File: src/rtl/sincos_lut_pipe_if.sv
// Request/result handshake bundle between an angle source and sincos_lut_pipe.
interface sincos_lut_pipe_if #(
  parameter int ANGLE_W = 10,
  parameter int OUT_W   = 10
);
  logic                      in_valid;
  logic                      in_ready;
  logic [ANGLE_W-1:0]        angle;
  logic                      out_valid;
  logic                      out_ready;
  logic signed [OUT_W-1:0]   sin_value;
  logic signed [OUT_W-1:0]   cos_value;
  logic                      out_err;

  modport master (
    output in_valid, angle, out_ready,
    input  in_ready, out_valid, sin_value, cos_value, out_err
  );

  modport slave (
    input  in_valid, angle, out_ready,
    output in_ready, out_valid, sin_value, cos_value, out_err
  );
endinterface

File: src/rtl/sincos_lut_pipe.sv
// Quarter-wave LUT sin/cos generator: integer degrees in, signed Q(FRAC_W) sin and cos out.
// 3-cycle latency, 1 result/cycle; the whole pipe freezes while a held result is not taken.
module sincos_lut_pipe #(
  parameter int ANGLE_W = 10,
  parameter int FRAC_W  = 8,
  parameter int OUT_W   = 10
) (
  input  logic             clk,
  input  logic             rst_n,
  sincos_lut_pipe_if.slave bus
);
  localparam int AW = ANGLE_W + 1;
  localparam int MW = FRAC_W + 1;
  localparam logic [AW-1:0] D90  = AW'(90);
  localparam logic [AW-1:0] D180 = AW'(180);
  localparam logic [AW-1:0] D270 = AW'(270);
  localparam logic [AW-1:0] D360 = AW'(360);

  // round(sin(k deg) * 256), k = 0..90; held inline so the block needs no data file.
  localparam logic [8:0] SIN_Q8 [0:90] = '{
    9'd0,   9'd4,   9'd9,   9'd13,  9'd18,  9'd22,  9'd27,  9'd31,  9'd36,  9'd40,
    9'd44,  9'd49,  9'd53,  9'd58,  9'd62,  9'd66,  9'd71,  9'd75,  9'd79,  9'd83,
    9'd88,  9'd92,  9'd96,  9'd100, 9'd104, 9'd108, 9'd112, 9'd116, 9'd120, 9'd124,
    9'd128, 9'd132, 9'd136, 9'd139, 9'd143, 9'd147, 9'd150, 9'd154, 9'd158, 9'd161,
    9'd165, 9'd168, 9'd171, 9'd175, 9'd178, 9'd181, 9'd184, 9'd187, 9'd190, 9'd193,
    9'd196, 9'd199, 9'd202, 9'd204, 9'd207, 9'd210, 9'd212, 9'd215, 9'd217, 9'd219,
    9'd222, 9'd224, 9'd226, 9'd228, 9'd230, 9'd232, 9'd234, 9'd236, 9'd237, 9'd239,
    9'd241, 9'd242, 9'd243, 9'd245, 9'd246, 9'd247, 9'd248, 9'd249, 9'd250, 9'd251,
    9'd252, 9'd253, 9'd254, 9'd254, 9'd255, 9'd255, 9'd255, 9'd256, 9'd256, 9'd256,
    9'd256
  };

  // Returns {negative, rom_index} for an angle already reduced to 0..359.
  function automatic logic [7:0] fold(input logic [AW-1:0] a);
    logic [AW-1:0] t;
    if (a < D90)       t = a;
    else if (a < D180) t = D180 - a;
    else if (a < D270) t = a - D180;
    else               t = D360 - a;
    return {(a >= D180), 7'(t)};
  endfunction

  function automatic logic [MW-1:0] rom(input logic [6:0] i);
    return (i <= 7'd90) ? MW'(SIN_Q8[i]) : '0;
  endfunction

  function automatic logic [OUT_W-1:0] apply_sign(input logic [MW-1:0] m, input logic neg);
    logic [OUT_W-1:0] z;
    z = OUT_W'(m);
    return neg ? (~z + OUT_W'(1)) : z;
  endfunction

  logic          en;
  logic [AW-1:0] a_ext, c_sum, c_ang;
  logic [7:0]    fs, fc;

  assign en           = ~bus.out_valid | bus.out_ready;
  assign bus.in_ready = en;

  always_comb begin
    a_ext = {1'b0, bus.angle};
    c_sum = a_ext + D90;
    c_ang = (c_sum >= D360) ? (c_sum - D360) : c_sum;
    fs    = fold(a_ext);
    fc    = fold(c_ang);
  end

  logic          v1, err1, neg_s1, neg_c1;
  logic [6:0]    idx_s1, idx_c1;
  logic          v2, err2, neg_s2, neg_c2;
  logic [MW-1:0] mag_s2, mag_c2;

  always_ff @(posedge clk or negedge rst_n) begin
    if (!rst_n) begin
      v1            <= 1'b0;
      err1          <= 1'b0;
      neg_s1        <= 1'b0;
      neg_c1        <= 1'b0;
      idx_s1        <= '0;
      idx_c1        <= '0;
      v2            <= 1'b0;
      err2          <= 1'b0;
      neg_s2        <= 1'b0;
      neg_c2        <= 1'b0;
      mag_s2        <= '0;
      mag_c2        <= '0;
      bus.out_valid <= 1'b0;
      bus.out_err   <= 1'b0;
      bus.sin_value <= '0;
      bus.cos_value <= '0;
    end else if (en) begin
      v1            <= bus.in_valid;
      err1          <= (a_ext >= D360);
      {neg_s1, idx_s1} <= fs;
      {neg_c1, idx_c1} <= fc;
      v2            <= v1;
      err2          <= err1;
      neg_s2        <= neg_s1;
      neg_c2        <= neg_c1;
      mag_s2        <= rom(idx_s1);
      mag_c2        <= rom(idx_c1);
      bus.out_valid <= v2;
      bus.out_err   <= err2;
      bus.sin_value <= err2 ? '0 : apply_sign(mag_s2, neg_s2);
      bus.cos_value <= err2 ? '0 : apply_sign(mag_c2, neg_c2);
    end
  end
endmodule
File: src/flat_wrapper.sv
// flat-port wrapper written by rule: the top's interface ports become plain ports
module sincos_lut_pipe_flat 
#(
  parameter int ANGLE_W = 10,
  parameter int FRAC_W  = 8,
  parameter int OUT_W   = 10
)
  (clk, rst_n, bus_in_valid, bus_angle, bus_out_ready, bus_in_ready, bus_out_valid, bus_sin_value, bus_cos_value, bus_out_err);
  sincos_lut_pipe_if #(.ANGLE_W(ANGLE_W), .OUT_W(OUT_W)) bus_i ();
  input  logic clk;
  input  logic rst_n;
  input wire logic [$bits(bus_i.in_valid)-1:0] bus_in_valid;
  input wire logic [$bits(bus_i.angle)-1:0] bus_angle;
  input wire logic [$bits(bus_i.out_ready)-1:0] bus_out_ready;
  output wire logic [$bits(bus_i.in_ready)-1:0] bus_in_ready;
  output wire logic [$bits(bus_i.out_valid)-1:0] bus_out_valid;
  output wire logic [$bits(bus_i.sin_value)-1:0] bus_sin_value;
  output wire logic [$bits(bus_i.cos_value)-1:0] bus_cos_value;
  output wire logic [$bits(bus_i.out_err)-1:0] bus_out_err;
  assign bus_i.in_valid = bus_in_valid;
  assign bus_i.angle = bus_angle;
  assign bus_i.out_ready = bus_out_ready;
  assign bus_in_ready = bus_i.in_ready;
  assign bus_out_valid = bus_i.out_valid;
  assign bus_sin_value = bus_i.sin_value;
  assign bus_cos_value = bus_i.cos_value;
  assign bus_out_err = bus_i.out_err;
  sincos_lut_pipe #(.ANGLE_W(ANGLE_W), .FRAC_W(FRAC_W), .OUT_W(OUT_W)) u_core (.clk(clk), .rst_n(rst_n), .bus(bus_i));
endmodule
File: config.mk
export PLATFORM = sky130hd
export DESIGN_NAME = sincos_lut_pipe_flat
export DESIGN_NICKNAME = d
export VERILOG_FILES = /design/src/rtl/sincos_lut_pipe_if.sv /design/src/rtl/sincos_lut_pipe.sv /design/src/flat_wrapper.sv
export SDC_FILE = /design/constraint.sdc
export NUM_CORES = 1
export LEC_CHECK = 0
export CAP_MARGIN = 0
export CORE_MARGIN = 3
export CORE_UTILIZATION = 65
export DETAILED_ROUTE_END_ITERATION = 10
export GPL_TIMING_DRIVEN = 0
export PLACE_DENSITY = 0.85
export REMOVE_ABC_BUFFERS = 1
export SYNTH_ARGS = -nofsm -noshare
export SYNTH_HDL_FRONTEND = slang
export SYNTH_SLANG_ARGS = --single-unit
File: constraint.sdc
create_clock -name clk -period 4.4 [get_ports clk]
set_input_delay 0.88 -clock clk [delete_from_list [all_inputs] [get_ports clk]]
set_output_delay 0.88 -clock clk [all_outputs]
set_load 0.05 [all_outputs]
==> impl_results.md <==
* Status: finished, final reports clean
* Skew-Pair Late Insertion Delay at 0.35 ns
* Post-route DRC at 0
* Comb power frac at 58.4%
* Final nets at 915
* Worst Path Buf+Inv at 3
* Dpl cell area at 0.00656 mm²
* Post-cts hold buffer count at 0
* Total power draw at 4.10 mW
* Worst path slowest cell: o41ai_2
* Clock H-tree levels at 3
* Via count at 6695
* # diodes at 0
* Iteration-0 DRC Markers at 572
* Total GRT Usage at 31.6%
* CP peak stage delay at 0.43 ns
* Largest net degree at the start of global routing at 49
* Cell Area, Synth at 0.00626 mm²
* Clk sinks at 61
* Worst path required time at 4.66 ns
* Synth unique cells at 84
* Placed cell count at 963
* Yosys top cell area share at 24.4%
* Internal power at 1.95 mW
* Most area-hungry cell type in the Yosys netlist: dfrtp_1
* Worst IR Drop VDD at 0.516 mV
* Net Sw Power at 2.15 mW
* # port buffers at 36
* Vias in the first global route at 6024
* Grt total ovfl at 0
* Post-DP HPWL at 12000 µm
* Max-slew violation count at 0
* Initial antenna violation count at 0
* Crit path kind: input pin to register
* Final worst slack at 0.107 ns
* CTS tree: done
* Crit end category: register
* DIE AREA at 0.0108 mm²
* Routed Antenna Nets at 0
* Sequential share of power at 30.6%
* Register area share after synthesis at 24.4%
* DR vias/cell at 6.71
* Synthesized flop and latch total at 61
* Crit path cell chain: clkbuf_4 > ha_4 > buf_4 > or3_1 > o41ai_2 > a221o_2 > buf_4 > nand3_1 > o2bb2ai_4 > o221ai_2 > a211oi_2 > a311oi_1 > or3_1 > a31oi_1
* EDFF count, synth at 0
* Setup TNS at 0 ns
* Max Freq at 233 MHz
* CP delay by family, top: compound AO/OA/AOI/OAI gates
* Final setup fails at 0
* Main flop type after synthesis: dfrtp_1
* Fin crit period at 4.29 ns
* Commonest cells after routing, fill and taps aside: 128 x nand2_1, 99 x o21ai_0, 74 x a21oi_1
* Design area at 0.00708 mm²
* Number of buffers created by CTS at 9
* Global-route wire length before repair at 29100 µm
* First-pass detailed-route iteration total at 5
* Pre-CTS WS at -2.50 ns
* # Max-Cap Violations at 0
* Die X at 104 µm
* FFs w/ async S/R, synth at 100%
* Power Density at 579 mW/mm²
* Commonest non-fill, non-tap cell in the layout: nand2_1
* Floorplan row count at 35
* Clock-pin slew on the worst setup and hold paths at 0.07 ns
* Net Sw Frac at 52.5%
* P&R area growth vs syn at 13.1%
* Worst slew margin at 12.3%
* CP startpoint kind: input pin
* Ys Warns at 0
* Mapped Cells at 860
* Leakage at 2.86 nW
* Io pins at 37
* Top cells by area, synth: dfrtp_1 24%, o21ai_0 7.9%, nand2_1 7.7%
* Syn Area/Cell at 7.28 µm²
* Critical Path AT at 4.55 ns
* Root Driver: clkbuf_8
* Utilization after layout at 76.2%
* HP Class: input pin to asynchronous set/reset pin
* Crit-path max FO at 16
* Endpoints failing hold at 0
* Total wire length at 17700 µm
* Core box area at 0.00928 mm²
* Clock buffer depth at 2
* Layout cell share with drive strength beyond 1 at 9.78%
* Clk pwr share at 11.1%
* Tcrit/Tclk final at 97.6%
* Initial Util at 67.4%
* Non-Filler Instances at 998
* Hold WS at 0.453 ns
* Gpl congestion at 1.00
* Clk_skew at 0.00758 ns
* Worst Tran Pin Value at 1.32 ns
* WL/cell at 17.8 µm
* Die height at 104 µm
## cell usage after synthesis (all sizes together), types with 6 or more instances
cell type	count
a211o	9
a211oi	19
a21o	7
a21oi	76
a311oi	11
a31oi	17
buf	13
clkbuf	51
dfrtp	61
ha	37
inv	34
nand2	129
nand2b	9
nand3	21
nand4	9
nor2	73
nor2b	7
nor3	20
nor4	9
o211ai	15
o21ai	102
o22ai	6
o31ai	10
or3	6
xnor2	15
xor2	9
## cell type report
| cell class | count | area [µm²] |
|---|---|---|
| Clock buffer | 12 | 155 |
| Clock inverter | 4 | 22.5 |
| Fill cell | 734 | 2210 |
| Inverter | 38 | 150 |
| Multi-Input combinational cell | 697 | 4500 |
| Sequential cell | 61 | 1530 |
| Tap cell | 129 | 161 |
| Timing Repair Buffer | 56 | 553 |
| Timing Repair inverter | 1 | 5.00 |
## power groups by stage
stage	registers [mW]	clock network, mW	logic [mW]
global placement	1.22	0	2.21
global route	1.30	0.484	2.64
floorplan	1.39	0	1.44
finish	1.25	0.453	2.39
CTS	1.24	0.455	2.33
detailed placement	1.25	0	2.28
## cells by family after synthesis
group                    Yosys count  share of synthesized area, %
AO/OA/AOI/OAI                    325                          34.4
XOR/XNOR                          24                          3.48
adder cells (fa/ha/maj)           37                          7.40
multiplexers                       7                          1.36
buffers and inverters            102                          6.48
AND/OR/NAND/NOR                  304                          22.5
flip-flops                        61                          24.4
## worst paths after layout
path | from | endpoint | slack, ns | cells past startpoint
setup / recovery | bus_angle[1] | u_core.idx_c1[4] | 0.11 | 14
hold / removal | rst_n | u_core.v1 | 0.45 | 1
setup reg to reg | u_core.idx_c1[0] | u_core.mag_s2[4] | 1.10 | 9
hold reg to reg | u_core.bus.sin_value[3] | u_core.bus.sin_value[3] | 0.48 | 2
max in group asynchronous | rst_n | u_core.bus.cos_value[1] | 3.38 | 2
min in group clk | u_core.bus.sin_value[3] | u_core.bus.sin_value[3] | 0.48 | 2
## per-layer routing
metal  GRT usage, %  wire length, µm  part of all wire, %
met5              0                0                    0
met4           7.60              338                  1.9
met3           5.21             1350                  7.6
met2           52.8             8520                   48
met1           42.9             7530                   42
## state kept, by name (all words and copies together) (netlist names), 6 cells and up
| name | flops |
|---|---|
| u_core.idx_c1 | 7 |
| u_core.bus.cos_value | 10 |
| u_core.mag_s2 | 9 |
| u_core.bus.sin_value | 10 |
| u_core.idx_s1 | 6 |
| u_core.mag_c2 | 9 |
## what timing repair did
item	CTS	global route
gates resized for setup	42	20
setup endpoints to repair	7	7
cloned	0	2
setup buffers	8	10
hold endpoints to repair	0	0
pin swaps	6	13
No activity file was read; power rests on OpenSTA's default activity.
